**config.mk**
```make
export PLATFORM = sky130hd
export DESIGN_NAME = wb_grf_flat
export DESIGN_NICKNAME = d
export VERILOG_FILES = /design/src/rtl/wb_pkg.sv /design/src/rtl/wb_grf_if.sv /design/src/rtl/wb_grf_load_ext.sv /design/src/rtl/wb_grf.sv /design/src/flat_wrapper.sv
export SDC_FILE = /design/constraint.sdc
export NUM_CORES = 2
export LEC_CHECK = 0
export ABC_AREA = 1
export BUFFER_PORTS_ARGS = -buffer_cell sky130_fd_sc_hd__buf_2
export CORE_AREA = 2 2 356 358
export CTS_CLUSTER_DIAMETER = 60
export DETAILED_ROUTE_END_ITERATION = 8
export DIE_AREA = 0 0 358 360
export GPL_ROUTABILITY_DRIVEN = 0
export PLACE_DENSITY = 0.76
export SLEW_MARGIN = 25
export SYNTH_ARGS = -nofsm -noshare
export SYNTH_HDL_FRONTEND = slang
export SYNTH_SLANG_ARGS = --single-unit
```
**constraint.sdc**
```tcl
create_clock -name clk -period 2.4 [get_ports clk]
set_input_delay 0.12 -clock clk [delete_from_list [all_inputs] [get_ports clk]]
set_output_delay 0.12 -clock clk [all_outputs]
set_load 0.03 [all_outputs]
```
**src/rtl/wb_pkg.sv**
```systemverilog
// Shared encodings for the writeback stage: load extraction opcodes and
// writeback source selects.
package wb_pkg;

    localparam int XLEN  = 32;
    localparam int IDX_W = 5;

    typedef enum logic [3:0] {
        DMOP_W   = 4'd0,
        DMOP_LB  = 4'd1,
        DMOP_LBU = 4'd2,
        DMOP_LH  = 4'd3,
        DMOP_LHU = 4'd4
    } dm_op_e;

    typedef enum logic [1:0] {
        WSEL_AO  = 2'd0,
        WSEL_DR  = 2'd1,
        WSEL_PC8 = 2'd2,
        WSEL_HL  = 2'd3
    } wsel_e;

endpackage

```
**src/rtl/wb_grf_if.sv**
```systemverilog
// W-stage pipeline bundle, D-stage read ports and writeback trace, grouped so
// the pipeline (master) and the writeback stage (slave) share one port.
interface wb_grf_if;
    import wb_pkg::*;

    logic              RegWrite_W;
    logic [3:0]        DM_Op_W;
    logic [1:0]        Wlevel_Sel_W;
    logic [XLEN-1:0]   Instr_W;
    logic [XLEN-1:0]   PC_W;
    logic [XLEN-1:0]   AO_W;
    logic [XLEN-1:0]   DR_W;
    logic [IDX_W-1:0]  A3_W;
    logic [XLEN-1:0]   HL_W;
    logic [IDX_W-1:0]  A1_D;
    logic [IDX_W-1:0]  A2_D;

    logic [XLEN-1:0]   RD1_D;
    logic [XLEN-1:0]   RD2_D;
    logic [XLEN-1:0]   WD_W;
    logic              wb_we;
    logic [XLEN-1:0]   wb_pc;
    logic [XLEN-1:0]   wb_data;
    logic [IDX_W-1:0]  wb_addr;
    logic [XLEN-1:0]   retire_cnt;

    modport master (
        output RegWrite_W, DM_Op_W, Wlevel_Sel_W, Instr_W, PC_W, AO_W, DR_W,
               A3_W, HL_W, A1_D, A2_D,
        input  RD1_D, RD2_D, WD_W, wb_we, wb_pc, wb_data, wb_addr, retire_cnt
    );

    modport slave (
        input  RegWrite_W, DM_Op_W, Wlevel_Sel_W, Instr_W, PC_W, AO_W, DR_W,
               A3_W, HL_W, A1_D, A2_D,
        output RD1_D, RD2_D, WD_W, wb_we, wb_pc, wb_data, wb_addr, retire_cnt
    );

endinterface

```
**src/rtl/wb_grf_load_ext.sv**
```systemverilog
// Load data extraction: picks the byte/half lane from the raw memory word
// and sign- or zero-extends it; unknown opcodes pass the word through.
module load_ext
    import wb_pkg::*;
(
    input  logic [XLEN-1:0] DR,
    input  logic [1:0]      addr_lo,
    input  logic [3:0]      DM_Op,
    output logic [XLEN-1:0] ext
);

    logic [7:0]  byte_sel;
    logic [15:0] half_sel;

    always_comb begin
        // NOTE: every always_comb output gets a default first so no path infers a latch.
        byte_sel = DR[7:0];
        case (addr_lo)
            2'd0: byte_sel = DR[7:0];
            2'd1: byte_sel = DR[15:8];
            2'd2: byte_sel = DR[23:16];
            2'd3: byte_sel = DR[31:24];
            default: byte_sel = DR[7:0];
        endcase
        half_sel = addr_lo[1] ? DR[31:16] : DR[15:0];

        ext = DR;
        case (DM_Op)
            DMOP_LB:  ext = {{24{byte_sel[7]}}, byte_sel};
            DMOP_LBU: ext = {24'h0, byte_sel};
            DMOP_LH:  ext = {{16{half_sel[15]}}, half_sel};
            DMOP_LHU: ext = {16'h0, half_sel};
            default:  ext = DR;
        endcase
    end

endmodule

```
**src/rtl/wb_grf.sv**
```systemverilog
// Writeback stage: selects the writeback value, commits it to the register
// file with same-cycle read bypass, and counts retired instructions.
module wb_grf
    import wb_pkg::*;
#(
    parameter int NREG      = 32,
    parameter int PC_OFFSET = 8
) (
    input  logic     clk,
    input  logic     reset,
    wb_grf_if.slave  bus
);

    logic [XLEN-1:0] regs_q [NREG];
    logic [XLEN-1:0] retire_q, retire_d;
    logic [XLEN-1:0] load_data;
    logic [XLEN-1:0] wd;
    logic            we;

    load_ext u_load_ext (
        .DR      (bus.DR_W),
        .addr_lo (bus.AO_W[1:0]),
        .DM_Op   (bus.DM_Op_W),
        .ext     (load_data)
    );

    always_comb begin
        wd = bus.AO_W;
        case (bus.Wlevel_Sel_W)
            WSEL_AO:  wd = bus.AO_W;
            WSEL_DR:  wd = load_data;
            WSEL_PC8: wd = bus.PC_W + XLEN'(PC_OFFSET);
            WSEL_HL:  wd = bus.HL_W;
            default:  wd = bus.AO_W;
        endcase
    end

    // Gating with reset keeps the bypass and trace silent while reset is held.
    assign we = bus.RegWrite_W && (bus.A3_W != '0) && reset;

    always_comb begin
        bus.RD1_D = '0;
        if (bus.A1_D != '0)
            bus.RD1_D = (we && bus.A3_W == bus.A1_D) ? wd : regs_q[bus.A1_D];
        bus.RD2_D = '0;
        if (bus.A2_D != '0)
            bus.RD2_D = (we && bus.A3_W == bus.A2_D) ? wd : regs_q[bus.A2_D];
    end

    assign retire_d = retire_q + ((bus.Instr_W != '0) ? XLEN'(1) : XLEN'(0));

    always_ff @(posedge clk or negedge reset) begin
        if (!reset) begin
            // NOTE: the register array is reset explicitly, so it maps to flops rather than a RAM macro.
            for (int i = 0; i < NREG; i++) regs_q[i] <= '0;
            retire_q <= '0;
        end else begin
            // NOTE: non-blocking assignments keep all state updates ordered against the same edge.
            if (we) regs_q[bus.A3_W] <= wd;
            retire_q <= retire_d;
        end
    end

    assign bus.WD_W       = wd;
    assign bus.wb_we      = we;
    assign bus.wb_pc      = bus.PC_W;
    assign bus.wb_addr    = bus.A3_W;
    assign bus.wb_data    = wd;
    assign bus.retire_cnt = retire_q;

endmodule

```
**src/flat_wrapper.sv**
```systemverilog
// flat-port wrapper written by rule: the top's interface ports become plain ports
module wb_grf_flat import wb_pkg::*;
#(
    parameter int NREG      = 32,
    parameter int PC_OFFSET = 8
)
  (clk, reset, bus_RegWrite_W, bus_DM_Op_W, bus_Wlevel_Sel_W, bus_Instr_W, bus_PC_W, bus_AO_W, bus_DR_W, bus_A3_W, bus_HL_W, bus_A1_D, bus_A2_D, bus_RD1_D, bus_RD2_D, bus_WD_W, bus_wb_we, bus_wb_pc, bus_wb_data, bus_wb_addr, bus_retire_cnt);
  wb_grf_if bus_i ();
  input  logic clk;
  input  logic reset;
  input wire logic [$bits(bus_i.RegWrite_W)-1:0] bus_RegWrite_W;
  input wire logic [$bits(bus_i.DM_Op_W)-1:0] bus_DM_Op_W;
  input wire logic [$bits(bus_i.Wlevel_Sel_W)-1:0] bus_Wlevel_Sel_W;
  input wire logic [$bits(bus_i.Instr_W)-1:0] bus_Instr_W;
  input wire logic [$bits(bus_i.PC_W)-1:0] bus_PC_W;
  input wire logic [$bits(bus_i.AO_W)-1:0] bus_AO_W;
  input wire logic [$bits(bus_i.DR_W)-1:0] bus_DR_W;
  input wire logic [$bits(bus_i.A3_W)-1:0] bus_A3_W;
  input wire logic [$bits(bus_i.HL_W)-1:0] bus_HL_W;
  input wire logic [$bits(bus_i.A1_D)-1:0] bus_A1_D;
  input wire logic [$bits(bus_i.A2_D)-1:0] bus_A2_D;
  output wire logic [$bits(bus_i.RD1_D)-1:0] bus_RD1_D;
  output wire logic [$bits(bus_i.RD2_D)-1:0] bus_RD2_D;
  output wire logic [$bits(bus_i.WD_W)-1:0] bus_WD_W;
  output wire logic [$bits(bus_i.wb_we)-1:0] bus_wb_we;
  output wire logic [$bits(bus_i.wb_pc)-1:0] bus_wb_pc;
  output wire logic [$bits(bus_i.wb_data)-1:0] bus_wb_data;
  output wire logic [$bits(bus_i.wb_addr)-1:0] bus_wb_addr;
  output wire logic [$bits(bus_i.retire_cnt)-1:0] bus_retire_cnt;
  assign bus_i.RegWrite_W = bus_RegWrite_W;
  assign bus_i.DM_Op_W = bus_DM_Op_W;
  assign bus_i.Wlevel_Sel_W = bus_Wlevel_Sel_W;
  assign bus_i.Instr_W = bus_Instr_W;
  assign bus_i.PC_W = bus_PC_W;
  assign bus_i.AO_W = bus_AO_W;
  assign bus_i.DR_W = bus_DR_W;
  assign bus_i.A3_W = bus_A3_W;
  assign bus_i.HL_W = bus_HL_W;
  assign bus_i.A1_D = bus_A1_D;
  assign bus_i.A2_D = bus_A2_D;
  assign bus_RD1_D = bus_i.RD1_D;
  assign bus_RD2_D = bus_i.RD2_D;
  assign bus_WD_W = bus_i.WD_W;
  assign bus_wb_we = bus_i.wb_we;
  assign bus_wb_pc = bus_i.wb_pc;
  assign bus_wb_data = bus_i.wb_data;
  assign bus_wb_addr = bus_i.wb_addr;
  assign bus_retire_cnt = bus_i.retire_cnt;
  wb_grf #(.NREG(NREG), .PC_OFFSET(PC_OFFSET)) u_core (.clk(clk), .reset(reset), .bus(bus_i));
endmodule
```
==> metrics <==
status completed; Period minus WS final 2370 ps; Vias 67709; Mapped Nets 9321; H-tree depth 3; P per Cell Area 722 nW/um2; DRC Markers 0; Vias/cell 6.23; Final TNS setup 0 ps; Peak Freq 421 MHz; DR pass1 iterations 7; fin crit share 98.9%; Placed Cells 10622; area delta synth->final 14.1%; Die X 358 um; RSZ-0062 raised after global routing true; Root Buffer clkbuf_16; Yosys cell types 40; Post-Syn Area 62300 um2; Final setup viols 0; Power Internal 34400 uW; Sequential Power Share 42.7%; Startpoint Class register; synth warn 0; post-route insts no fill 10861; actual slew at the worst max-slew pin 996 ps; Sw Share 32.9%; synthesized netlist cell count 9134; Skew-Pair Late Insertion Delay 730 ps; CTS Sinks 1056; dpl hpwl 146 mm; antenna-violating nets left 0; syn_area_per_cell 6.82 um2; relative slew slack 33.6%; 1st-iter DRT viols 11565; drt wl/cell 22.9 um; wirelength, routed 248 mm; initial core utilization 49.8%; clock power share 35.8%; Sw Pwr 16900 uW; post-synthesis register bit count 1056; WP data arrival 2250 ps; CP Max Fanout 3; Min-Delay Path Class in -> reg; vias in the first global route 62737; Peak VDD IR 0.000723 V; Die Y 360 um; fill count 11482; IO Count 382; Comb pwr share 21.5%; total CTS buffers 117; most frequent cells in the layout nand2_1 (3383), nand3_1 (1927), dfrtp_1 (1056); core area 125000 um2; antenna violations before repair 7; Max Cap Violations 0; final hold vios 0; Clock Path Buffers 3; Die ar. 129000 um2; skew final 7.08 ps; Slew Limit Fails 0; Reg2Reg Setup Slack 310 ps; most common cell after layout, fill and taps aside nand2_1; Lkg Pwr 0.0331 uW; row count 130; required time worst endpoint 2280 ps; post-synthesis sequential area ratio 42.4%; largest net degree at the start of global routing 192; first-pass GRT wire length 374 mm; I/O Buffers 381; TritonCTS clock tree yes; Final #Nets 9306; kind of critical path reg -> out; Worst setup EP type primary output; Clock transition at path regs 60 ps; Total GRT Usage 37.6%; share of layout cells above drive strength 1 12.1%; grt total ovfl 0
cells in the mapped netlist (all sizes together):
library cell,count,share of area [%]
a21boi,1,0.030
nand4,18,0.20
buf,390,3.6
ha,3,0.060
or2,42,0.42
o211ai,18,0.22
nand2,3412,21
a211oi,1,0.012
clkbuf,475,2.9
inv,323,2.0
nand3,1964,16
a21oi,119,0.96
o21a,1,0.012
xor2,25,0.35
a31oi,7,0.070
o21ai,1070,8.6
nor2,157,1.1
xnor2,7,0.098
dfrtp,1056,42
o21bai,10,0.12
nand3b,4,0.048
and3,3,0.030
nor3,14,0.13
nor4,11,0.11
clkinv,3,0.018
metrics by stage:
step	instance area [um2]	total power [uW]	hold slack [ps]	setup slack [ps]	util [%]
after detailed placement	66400	32600	192	35.2	53.2
after CTS	70600	50800	0.935	3.30	56.5
after floorplan	62300	28900	-176	212	-
final	71000	51300	39.2	26.8	56.8
after global routing	71000	53400	44.9	-64.5	56.8
after global placement	66400	32300	195	65.5	53.2
state kept, by name, summed over array words and instances (netlist names):
register	cells
u_core.bus.retire_cnt	32
u_core.regs_q	1024
routing by layer:
metal  global-route usage, %  wire, um
met2                    54.3    104000
met3                    11.3     38000
met1                    48.9     89200
met4                    23.8     16800
met5                       0        33
cell families (layout without fill, tap and decap cells):
kind of cell               after synthesis  in the layout  synth area share, %
AOI/OAI and AO/OA                     1227           1227                 10.0
xor gates and xnor gates                32             32                0.450
adders and majority gates                3              3               0.0603
buffers and inverters                 1191           1265                 8.46
DFF                                   1056           1056                 42.4
other                                    0              3                    0
and+or+nand+nor                       5625           5625                 38.6
power groups by stage:
stage	Clock, uW	Combinational (uW)	Sequential, uW
2_1_floorplan	0	7220	21700
3_3_place_gp	0	10300	22000
3_5_place_dp	0	10600	22100
4_1_cts	18400	10700	21800
5_1_grt	19100	12100	22100
6_report	18400	11000	21900
repair_timing:
action	4_1_cts	5_1_grt
buffers inserted	0	4
hold buffers	23	0
setup endpoints to repair	10	48
pin swaps	1	9
gates resized for setup	16	110
hold endpoints to repair	432	0
critical path, stage by stage, from the launching register on:
cell and delay (ps):
dfrtp_1 370, nand2_1 70, nand3_1 110, nand3_1 100, nand3_2 160, nand3_1 110, nand3_1 100, nand2_1 100
a21oi_1 170, buf_2 220
worst paths after layout:
| path | from | to | depth (start not counted) |
|---|---|---|---|
| worst min register to register | u_core.regs_q[1022]$_DFFE_PN0P_ | u_core.regs_q[1022]$_DFFE_PN0P_ | 0 |
| max in group asynchronous | reset | u_core.regs_q[951]$_DFFE_PN0P_ | 5 |
| worst min-delay path | bus_AO_W[27] | u_core.regs_q[411]$_DFFE_PN0P_ | 5 |
| worst max register to register | u_core.bus.retire_cnt[0]$_DFF_PN0_ | u_core.bus.retire_cnt[30]$_DFF_PN0_ | 12 |
| worst max-delay path | u_core.regs_q[285]$_DFFE_PN0P_ | bus_RD2_D[29] | 9 |
| min in group asynchronous | reset | u_core.regs_q[640]$_DFFE_PN0P_ | 4 |
layout make-up:
cell class | count | area (um2) | area share, %
repair buffers | 731 | 6520 | 9.18
inverters | 326 | 1270 | 1.79
flip-flops and latches | 1056 | 26400 | 37.2
clock inverters | 42 | 469 | 0.661
multi-input cells | 6887 | 30900 | 43.5
diodes | 3 | 7.51 | 0.0106
clock buffers | 166 | 3390 | 4.78
well taps | 1650 | 2060 | 2.91
Note: power is estimated with default switching activity, not from simulation.
